[config.mk]
export PLATFORM = sky130hd
export DESIGN_NAME = otter_csr_intr
export DESIGN_NICKNAME = d
export VERILOG_FILES = /design/src/rtl/otter_csr_intr.sv
export SDC_FILE = /design/constraint.sdc
export NUM_CORES = 1
export LEC_CHECK = 0
export ABC_AREA = 1
export CAP_MARGIN = 10
export CORE_MARGIN = 4
export CORE_UTILIZATION = 42
export DETAILED_ROUTE_END_ITERATION = 10
export HOLD_SLACK_MARGIN = 0.05
export PLACE_DENSITY_LB_ADDON = 0.15
export SYNTH_ARGS = -nofsm -noshare
export SYNTH_HDL_FRONTEND = slang
export SYNTH_SLANG_ARGS = --single-unit
[constraint.sdc]
create_clock -name clk -period 1.6 [get_ports clk]
set_input_delay 0.24 -clock clk [delete_from_list [all_inputs] [get_ports clk]]
set_output_delay 0.24 -clock clk [all_outputs]
set_load 0.01 [all_outputs]
[src/rtl/otter_csr_intr.sv]
// ----------------------------------------------------------------------------
// otter_csr_intr
//   Machine-mode CSR file and external-interrupt controller for the Otter core.
//   It synchronizes the asynchronous interrupt pin and detects its rising edge.
//   It holds the request as a pending flag until the core may take it, and then
//   enters the trap. It also executes the csrrw and mret requests from the
//   decoder.
//
// Ports
//   clk           in   core clock; all state updates on the rising edge
//   rst_n         in   asynchronous active-low reset
//   intrpt_in     in   external interrupt level (asynchronous); a rising edge
//                      raises a request
//   instr_commit  in   single-cycle pulse; the current instruction retires
//   pc_next       in   address of the next instruction; saved to mepc on a trap
//   csr_we        in   csrrw executing (qualified by instr_commit)
//   csr_addr      in   CSR address for the csrrw and for csr_rdata
//   csr_wdata     in   rs1 value written by csrrw
//   mret_exec     in   mret executing (qualified by instr_commit)
//   csr_rdata     out  combinational read of csr_addr (pre-write value)
//   mtvec         out  trap vector for the PC mux
//   mepc          out  trap return address for the PC mux
//   intrpt_taken  out  a trap is entered this cycle (combinational)
//   intrpt_pend   out  registered pending-request flag
// ----------------------------------------------------------------------------
module otter_csr_intr #(
   parameter int                XLEN        = 32,
   parameter int                SYNC_STAGES = 2,
   parameter logic [XLEN-1:0]   RESET_MTVEC = {XLEN{1'b0}}
) (
   input  logic              clk,
   input  logic              rst_n,
   input  logic              intrpt_in,
   input  logic              instr_commit,
   input  logic [XLEN-1:0]   pc_next,
   input  logic              csr_we,
   input  logic [11:0]       csr_addr,
   input  logic [XLEN-1:0]   csr_wdata,
   input  logic              mret_exec,
   output logic [XLEN-1:0]   csr_rdata,
   output logic [XLEN-1:0]   mtvec,
   output logic [XLEN-1:0]   mepc,
   output logic              intrpt_taken,
   output logic              intrpt_pend
);

   localparam logic [11:0] ADDR_MSTATUS = 12'h300;
   localparam logic [11:0] ADDR_MIE     = 12'h304;
   localparam logic [11:0] ADDR_MTVEC   = 12'h305;
   localparam logic [11:0] ADDR_MEPC    = 12'h341;
   localparam logic [11:0] ADDR_MCAUSE  = 12'h342;

   // Interrupt flag set, cause code 11 = machine external interrupt.
   localparam logic [XLEN-1:0] MCAUSE_MEXT = {1'b1, {(XLEN-5){1'b0}}, 4'hB};

   // Clears the low two bits. mtvec and mepc are always word-aligned.
   function automatic logic [XLEN-1:0] align4(input logic [XLEN-1:0] v);
      return {v[XLEN-1:2], 2'b00};
   endfunction

   logic [SYNC_STAGES-1:0] sync_q,   sync_d;
   logic                   prev_q,   prev_d;
   logic                   pend_q,   pend_d;
   logic                   mie_q,    mie_d;     // mstatus.MIE  (bit 3)
   logic                   mpie_q,   mpie_d;    // mstatus.MPIE (bit 7)
   logic                   meie_q,   meie_d;    // mie.MEIE     (bit 11)
   logic [XLEN-1:0]        mtvec_q,  mtvec_d;
   logic [XLEN-1:0]        mepc_q,   mepc_d;
   logic [XLEN-1:0]        mcause_q, mcause_d;

   logic                   edge_s;
   logic                   take_s;
   logic                   csr_wr_s;
   logic                   mret_s;

   // Edge detect on the synchronized level, and the trap-entry qualifier.
   always_comb begin
      edge_s   = sync_q[SYNC_STAGES-1] & ~prev_q;
      take_s   = instr_commit & pend_q & mie_q & meie_q;
      // A trap entry suppresses the instruction's own CSR side effects.
      csr_wr_s = instr_commit & csr_we    & ~take_s;
      mret_s   = instr_commit & mret_exec & ~take_s;
   end

   // Next-state logic for the synchronizer, the pending flag and all CSRs.
   always_comb begin
      sync_d   = {sync_q[SYNC_STAGES-2:0], intrpt_in};
      prev_d   = sync_q[SYNC_STAGES-1];
      // A new edge in the take cycle re-arms pending (the edge wins).
      pend_d   = edge_s | (pend_q & ~take_s);
      mie_d    = mie_q;
      mpie_d   = mpie_q;
      meie_d   = meie_q;
      mtvec_d  = mtvec_q;
      mepc_d   = mepc_q;
      mcause_d = mcause_q;

      if (take_s) begin
         mepc_d   = align4(pc_next);
         mcause_d = MCAUSE_MEXT;
         mpie_d   = mie_q;
         mie_d    = 1'b0;
      end else if (mret_s) begin
         mie_d    = mpie_q;
         mpie_d   = 1'b1;
      end else if (csr_wr_s) begin
         case (csr_addr)
            ADDR_MSTATUS: begin
               mie_d  = csr_wdata[3];
               mpie_d = csr_wdata[7];
            end
            ADDR_MIE:    meie_d  = csr_wdata[11];
            ADDR_MTVEC:  mtvec_d = align4(csr_wdata);
            ADDR_MEPC:   mepc_d  = align4(csr_wdata);
            default:     mcause_d = mcause_q;   // mcause is read-only; unknown addresses are ignored
         endcase
      end else begin
         mcause_d = mcause_q;
      end
   end

   // State registers with asynchronous reset.
   always_ff @(posedge clk or negedge rst_n) begin
      if (!rst_n) begin
         sync_q   <= {SYNC_STAGES{1'b0}};
         prev_q   <= 1'b0;
         pend_q   <= 1'b0;
         mie_q    <= 1'b0;
         mpie_q   <= 1'b0;
         meie_q   <= 1'b0;
         mtvec_q  <= align4(RESET_MTVEC);
         mepc_q   <= {XLEN{1'b0}};
         mcause_q <= {XLEN{1'b0}};
      end else begin
         sync_q   <= sync_d;
         prev_q   <= prev_d;
         pend_q   <= pend_d;
         mie_q    <= mie_d;
         mpie_q   <= mpie_d;
         meie_q   <= meie_d;
         mtvec_q  <= mtvec_d;
         mepc_q   <= mepc_d;
         mcause_q <= mcause_d;
      end
   end

   // CSR read mux; unimplemented bits and addresses read as zero.
   always_comb begin
      case (csr_addr)
         ADDR_MSTATUS: csr_rdata = {{(XLEN-8){1'b0}}, mpie_q, 3'b000, mie_q, 3'b000};
         ADDR_MIE:     csr_rdata = {{(XLEN-12){1'b0}}, meie_q, 11'h000};
         ADDR_MTVEC:   csr_rdata = mtvec_q;
         ADDR_MEPC:    csr_rdata = mepc_q;
         ADDR_MCAUSE:  csr_rdata = mcause_q;
         default:      csr_rdata = {XLEN{1'b0}};
      endcase
   end

   assign mtvec        = mtvec_q;
   assign mepc         = mepc_q;
   assign intrpt_taken = take_s;
   assign intrpt_pend  = pend_q;

endmodule

==> flow_metrics.env, run 1 <==
export IMPL_status="finished clean"
export IMPL_drtPass1Iterations=5
export IMPL_r2r_slack_ps=140
export IMPL_post_route_period_util_pct=97.8
export IMPL_dp_hpwl_um=9240
export IMPL_htree_levels=3
export IMPL_power_frac_clock_pct=24.5
export IMPL_worstPathRequired_ps=1360
export IMPL_total_power_uw=5660
export IMPL_whs_path_depth=1
export IMPL_p_per_area_mw_per_mm2=908
export IMPL_fp_row_count=34
export IMPL_multi_input_area_sq_mm=0.00181
export IMPL_synth_seq_area_share_pct=43.6
export IMPL_yosys_warnings=0
export IMPL_first_iter_violations=155
export IMPL_clk_latency_ps=340
export IMPL_start_util_pct=43.9
export IMPL_crit_type="in -> out"
export IMPL_fin_area_sq_mm=0.00623
export IMPL_grt_max_degree=69
export IMPL_end_kind="output port"
export IMPL_rr_worst_depth=8
export IMPL_wl_um=13200
export IMPL_place_congestion=0.893
export IMPL_avgSynthCellArea_sq_um=7.44
export IMPL_die_h_um=104
export IMPL_slowest_stage="nor2_8"
export IMPL_finalNetCount=807
export IMPL_setup_viol=0
export IMPL_diodes=0
export IMPL_p_int_uw=3760
export IMPL_gr_usage_all_layers_pct=23.3
export IMPL_slew_viol_final=0
export IMPL_num_io_pins=180
export IMPL_layout_commonest_cell="nand2_1"
export IMPL_switching_share_pct=33.6
export IMPL_utilization_pct=70.1
export IMPL_ys_seq_elements=68
export IMPL_synth_area_sq_mm=0.00390
export IMPL_dp_cells=802
export IMPL_first_global_vias=4305
export IMPL_fin_ws_ps=34.7
export IMPL_comb_power_share_pct=36.1
export IMPL_placed_area_sq_mm=0.00588
export IMPL_irDropWorstVdd_v=0.000534
export IMPL_timing_rr_start="meie_q"
export IMPL_drive_gt1_share_pct=24.1
export IMPL_fillers=741
export IMPL_crit_chain="buf_8 -> nor2_4 -> nand2_4 -> buf_12 -> nor2_8 -> buf_6 -> buf_4 -> nand3_2 -> nand2_1 -> buf_2"
export IMPL_whs_endpoint="sync_q[0]"
export IMPL_leakage_uw=0.00319
export IMPL_grt_overflow_total=0
export IMPL_cp_max_fo=6
export IMPL_post_place_ws_ps=-718
export IMPL_hold_violations=0
export IMPL_via_per_inst=5.15
export IMPL_crit_arrival_ps=1330
export IMPL_holdCritStartpoint="intrpt_in"
export IMPL_tritoncts="built"
export IMPL_syn_inst=524
export IMPL_layout_common_cells="nand2_1 (136), clkdlybuf4s50_1 (124), nand3_1 (97), dfrtp_1 (67), o21ai_1 (51)"
export IMPL_min_period_ps=1570
export IMPL_clock_sinks=68
export IMPL_drc=0
export IMPL_timing_fmax_ghz=0.639
export IMPL_die_w_um=104
export IMPL_antenna_left=0
export IMPL_port_buffers=171
export IMPL_core_sq_mm=0.00889
export IMPL_regArea_sq_mm=0.00170
export IMPL_grt_antenna_before_repair=0
export IMPL_p_switching_uw=1900
export IMPL_slowest_delay_ps=160
export IMPL_min_path_type="in -> reg"
export IMPL_vias=4313
export IMPL_p_seq_share_pct=39.4
export IMPL_clock_skew_ps=12.2
export IMPL_numCtsBuffers=9
export IMPL_cap_viol_max_count=0
export IMPL_cts_root_buf="clkbuf_8"
export IMPL_wire_per_inst_um=15.7
export IMPL_clockBufferDepth=2
export IMPL_clk_pin_slew_worst_paths_ps=70
export IMPL_rr_endpoint="mepc[10]"
export IMPL_fin_cells=837
export IMPL_rsz0062_at_grt="yes"
export IMPL_grt_pass1_wl_um=20800
export IMPL_ys_types=25
export IMPL_die_area_sq_mm=0.0109
export IMPL_critPathLaunchType="input pin"
export IMPL_syn2layout_area_growth_pct=59.9
==> power groups by stage <==
stage          logic (uW)  clock network, uW  registers (uW)
2_1_floorplan         882                  0            2300
3_3_place_gp         1990                  0            2250
3_5_place_dp         2030                  0            2250
4_1_cts              2040               1420            2220
5_1_grt              2200               1500            2260
6_report             2040               1390            2230
==> through the flow <==
step                TNS [ps]  hold WS [ps]
floorplan                  0         -55.6
global placement      -34640           293
detailed placement    -37120           286
CTS                    -44.3           328
global route           -87.3           343
finish                     0           349
==> cell families after synthesis <==
kind of cell | after synthesis | share of synthesized area (%)
other cells | 1 | 0.0962
simple gates | 301 | 35.8
compound gates | 62 | 7.96
buf+inv | 92 | 12.5
flops | 68 | 43.6
==> sequential cells by signal, summed over array words and instances (netlist names) <==
register / count
mcause_q: 1
meie_q: 1
mie_q: 1
mpie_q: 1
intrpt_pend: 1
mtvec: 30
prev_q: 1
mepc: 30
sync_q: 2
==> worst max path at each step <==
stage,endpoint,slack (ps),from,cells after the start
global placement,csr_rdata[25],-660,csr_addr[5],8
floorplan,csr_rdata[10],240,csr_addr[11],8
CTS,csr_rdata[10],-40,csr_addr[11],11
finish,csr_rdata[24],30,csr_addr[10],10
detailed placement,csr_rdata[31],-720,csr_addr[6],10
global route,csr_rdata[14],-30,csr_addr[10],10
==> cell usage after synthesis <==
| cell | number | area share [%] |
|---|---|---|
| nand3_1 | 105 | 13 |
| buf_8 | 3 | 1.2 |
| clkbuf_1 | 5 | 0.48 |
| conb_1 | 1 | 0.096 |
| nand2_2 | 26 | 4.2 |
| buf_2 | 19 | 2.4 |
| nand2_1 | 144 | 14 |
| nor2_1 | 12 | 1.2 |
| nand3_2 | 1 | 0.26 |
| buf_6 | 4 | 1.2 |
| dfrtp_1 | 68 | 44 |
| buf_4 | 6 | 1.2 |
| nor3_1 | 1 | 0.13 |
| buf_12 | 2 | 1.0 |
| nor2_8 | 1 | 0.51 |
| o21ai_0 | 10 | 1.3 |
| inv_1 | 52 | 5.0 |
| nand4_1 | 2 | 0.32 |
| and2_4 | 1 | 0.22 |
| nor2_4 | 2 | 0.58 |
| or2_2 | 1 | 0.16 |
| inv_2 | 1 | 0.096 |
| o21ai_1 | 52 | 6.7 |
| nor2_2 | 4 | 0.64 |
| nand2_4 | 1 | 0.29 |
==> critical path: cells and delay by family <==
| kind | cells | cell delay, ps |
|---|---|---|
| buffers and inverters | 5 | 620 |
| AND/OR/NAND/NOR | 5 | 450 |
==> per-layer routing <==
metal	up-vias	track usage, %	routed length [um]
met2	168	40.8	6550
li1	2073	-	-
met1	2038	28.1	5410
met5	-	0	0
met3	34	4.41	829
met4	0	9.12	391
==> final cells by class <==
type	instances	area share, %
Clock buffer	10	2.21
Sequential cell	68	27.3
Tap cell	108	2.17
Timing Repair Buffer	226	35.3
Clock inverter	5	0.843
Multi-Input combinational cell	367	29.0
Inverter	53	3.19
==> repair_timing <==
action | 4_1_cts | 5_1_grt
endpoints found under the setup margin | 33 | 55
gates cloned | 3 | 1
hold endpoints to repair | 68 | 0
hold buffers | 1 | 0
resized for setup | 187 | 34
pin swaps | 13 | 15
buffers inserted | 16 | 3
No activity file was read; power rests on OpenSTA's default activity.
==> run 2: changes to the inputs <==
CORE_ASPECT_RATIO = 0.75   (was unset)
==> run 2 against run 1 <==
  * Critical path depth did not move
  * Combinational power barely moved
  * The flow now finishes with violations (negative setup slack)
  * Design area rose by 2.8%
  * Sequential power barely moved
  * Maximum frequency fell by 3.8%
  * Clock-buffer cell count did not move
  * Utilization rose by 0.72 points
  * Sequential share of layout area fell by 0.72 points
  * Die area rose by 0.15%
  * Total power rose by 16%
==> flow_metrics.env, run 2 (synthesis results as in run 1) <==
export IMPL_rr_worst_depth=8
export IMPL_cts_root_buf="clkbuf_16"
export IMPL_drive_gt1_share_pct=23.9
export IMPL_grt_pass1_wl_um=21600
export IMPL_cp_max_fo=5
export IMPL_r2r_slack_ps=140
export IMPL_utilization_pct=70.8
export IMPL_core_sq_mm=0.00905
export IMPL_irDropWorstVdd_v=0.000726
export IMPL_timing_fmax_ghz=0.614
export IMPL_drc=0
export IMPL_post_route_period_util_pct=102
export IMPL_vias=4303
export IMPL_layout_commonest_cell="nand2_1"
export IMPL_clk_latency_ps=320
export IMPL_min_period_ps=1630
export IMPL_critPathLaunchType="input pin"
export IMPL_slew_viol_final=0
export IMPL_leakage_uw=0.00327
export IMPL_setup_viol=6
export IMPL_fillers=732
export IMPL_grt_overflow_total=0
export IMPL_dp_hpwl_um=9470
export IMPL_port_buffers=171
export IMPL_gr_usage_all_layers_pct=24.7
export IMPL_hold_slack_ps=356
export IMPL_dp_cells=825
export IMPL_grt_max_degree=69
export IMPL_hold_violations=0
export IMPL_rr_endpoint="mepc[12]"
export IMPL_clockBufferDepth=2
export IMPL_numCtsBuffers=9
export IMPL_rsz0062_at_grt="yes"
export IMPL_via_per_inst=5.03
export IMPL_grt_antenna_before_repair=0
export IMPL_worstPathRequired_ps=1360
export IMPL_layout_common_cells="nand2_1 (130), clkdlybuf4s50_1 (125), nand3_1 (103), dfrtp_1 (66), o21ai_1 (51)"
export IMPL_clock_sinks=68
export IMPL_fin_cells=855
export IMPL_whs_endpoint="sync_q[1]"
export IMPL_status="finished with violations"
export IMPL_clk_pin_slew_worst_paths_ps=50
export IMPL_diodes=0
export IMPL_fp_row_count=30
export IMPL_drtPass1Iterations=5
export IMPL_holdCritStartpoint="sync_q[0]"
export IMPL_wire_per_inst_um=15.9
export IMPL_first_global_vias=4273
export IMPL_place_congestion=0.839
export IMPL_wl_um=13600
export IMPL_finalNetCount=804
export IMPL_first_iter_violations=269
export IMPL_htree_levels=3
export IMPL_die_area_sq_mm=0.0109
export IMPL_die_w_um=119
export IMPL_start_util_pct=43.1
export IMPL_tritoncts="built"
export IMPL_violations="negative setup slack"
export IMPL_die_h_um=91.4
export IMPL_clock_skew_ps=5.34
export IMPL_crit_arrival_ps=1390
export IMPL_whs_path_depth=0
export IMPL_num_io_pins=180
export IMPL_p_per_area_mw_per_mm2=1030
export IMPL_timing_rr_start="meie_q"
export IMPL_crit_type="in -> out"
export IMPL_fin_ws_ps=-27.7
export IMPL_min_path_type="reg -> reg"
export IMPL_syn2layout_area_growth_pct=64.4
export IMPL_cap_viol_max_count=0
export IMPL_end_kind="output port"
export IMPL_antenna_left=0
==> run 2: final cells by class <==
cell class / count / area (sq um) / share of cell area [%]
sequential: 68 / 1700 / 26.6
clock buffer: 10 / 239 / 3.73
clock inverter: 6 / 111 / 1.74
inverter: 53 / 199 / 3.10
multi-input combinational: 367 / 1830 / 28.6
timing repair buffer: 223 / 2160 / 33.8
tap: 128 / 160 / 2.50
==> run 2: what timing repair did <==
item,CTS,global route
hold endpoints to repair,68,0
pin swaps,15,14
gates cloned,3,0
hold buffers,1,0
setup buffers,11,2
endpoints found under the setup margin,35,33
gates resized for setup,194,27
==> run 2: power breakdown <==
| group | total [uW] | internal [uW] | switching (uW) |
|---|---|---|---|
| clock network | 2310 | 1560 | 745 |
| logic | 2030 | 1020 | 1010 |
| registers | 2240 | 1980 | 261 |
| total | 6580 | 4570 | 2010 |
==> run 2: how the worst max path moves through the flow <==
| stage | startpoint | cells after the start | to |
|---|---|---|---|
| 4_1_cts | csr_addr[4] | 11 | csr_rdata[16] |
| 6_report | csr_addr[11] | 10 | csr_rdata[16] |
| 3_5_place_dp | csr_addr[11] | 9 | csr_rdata[7] |
| 3_3_place_gp | csr_addr[9] | 10 | csr_rdata[29] |
| 5_1_grt | csr_addr[11] | 10 | csr_rdata[16] |
| 2_1_floorplan | csr_addr[11] | 8 | csr_rdata[10] |
==> run 2: routing by layer <==
metal / wire length (um) / GRT usage [%] / vias up / part of all wire (%)
li1: - / - / 2076 / -
met1: 5600 / 30.9 / 2021 / 41
met2: 6550 / 41.5 / 182 / 48
met3: 1170 / 6.79 / 24 / 8.6
met4: 262 / 7.43 / 0 / 1.9
met5: 0 / 0 / - / 0
==> run 2: per-stage QoR <==
step	setup slack [ps]	power, uW	area (sq um)	TNS [ps]
2_1_floorplan	245	3180	3910	0
3_3_place_gp	-681	4230	5900	-33700
3_5_place_dp	-723	4260	5900	-36070
4_1_cts	-51.4	6600	6450	-224
5_1_grt	-73.8	6910	6410	-396
6_report	-27.7	6580	6410	-75.8
==> run 2: critical path, stage by stage <==
cell and delay, ps:
buf_8 100, nor2_4 120, nand2_4 90, nor2_4 110
and2_4 220, buf_8 160, buf_6 110, nand2_2 40
nand2_1 60, buf_2 130
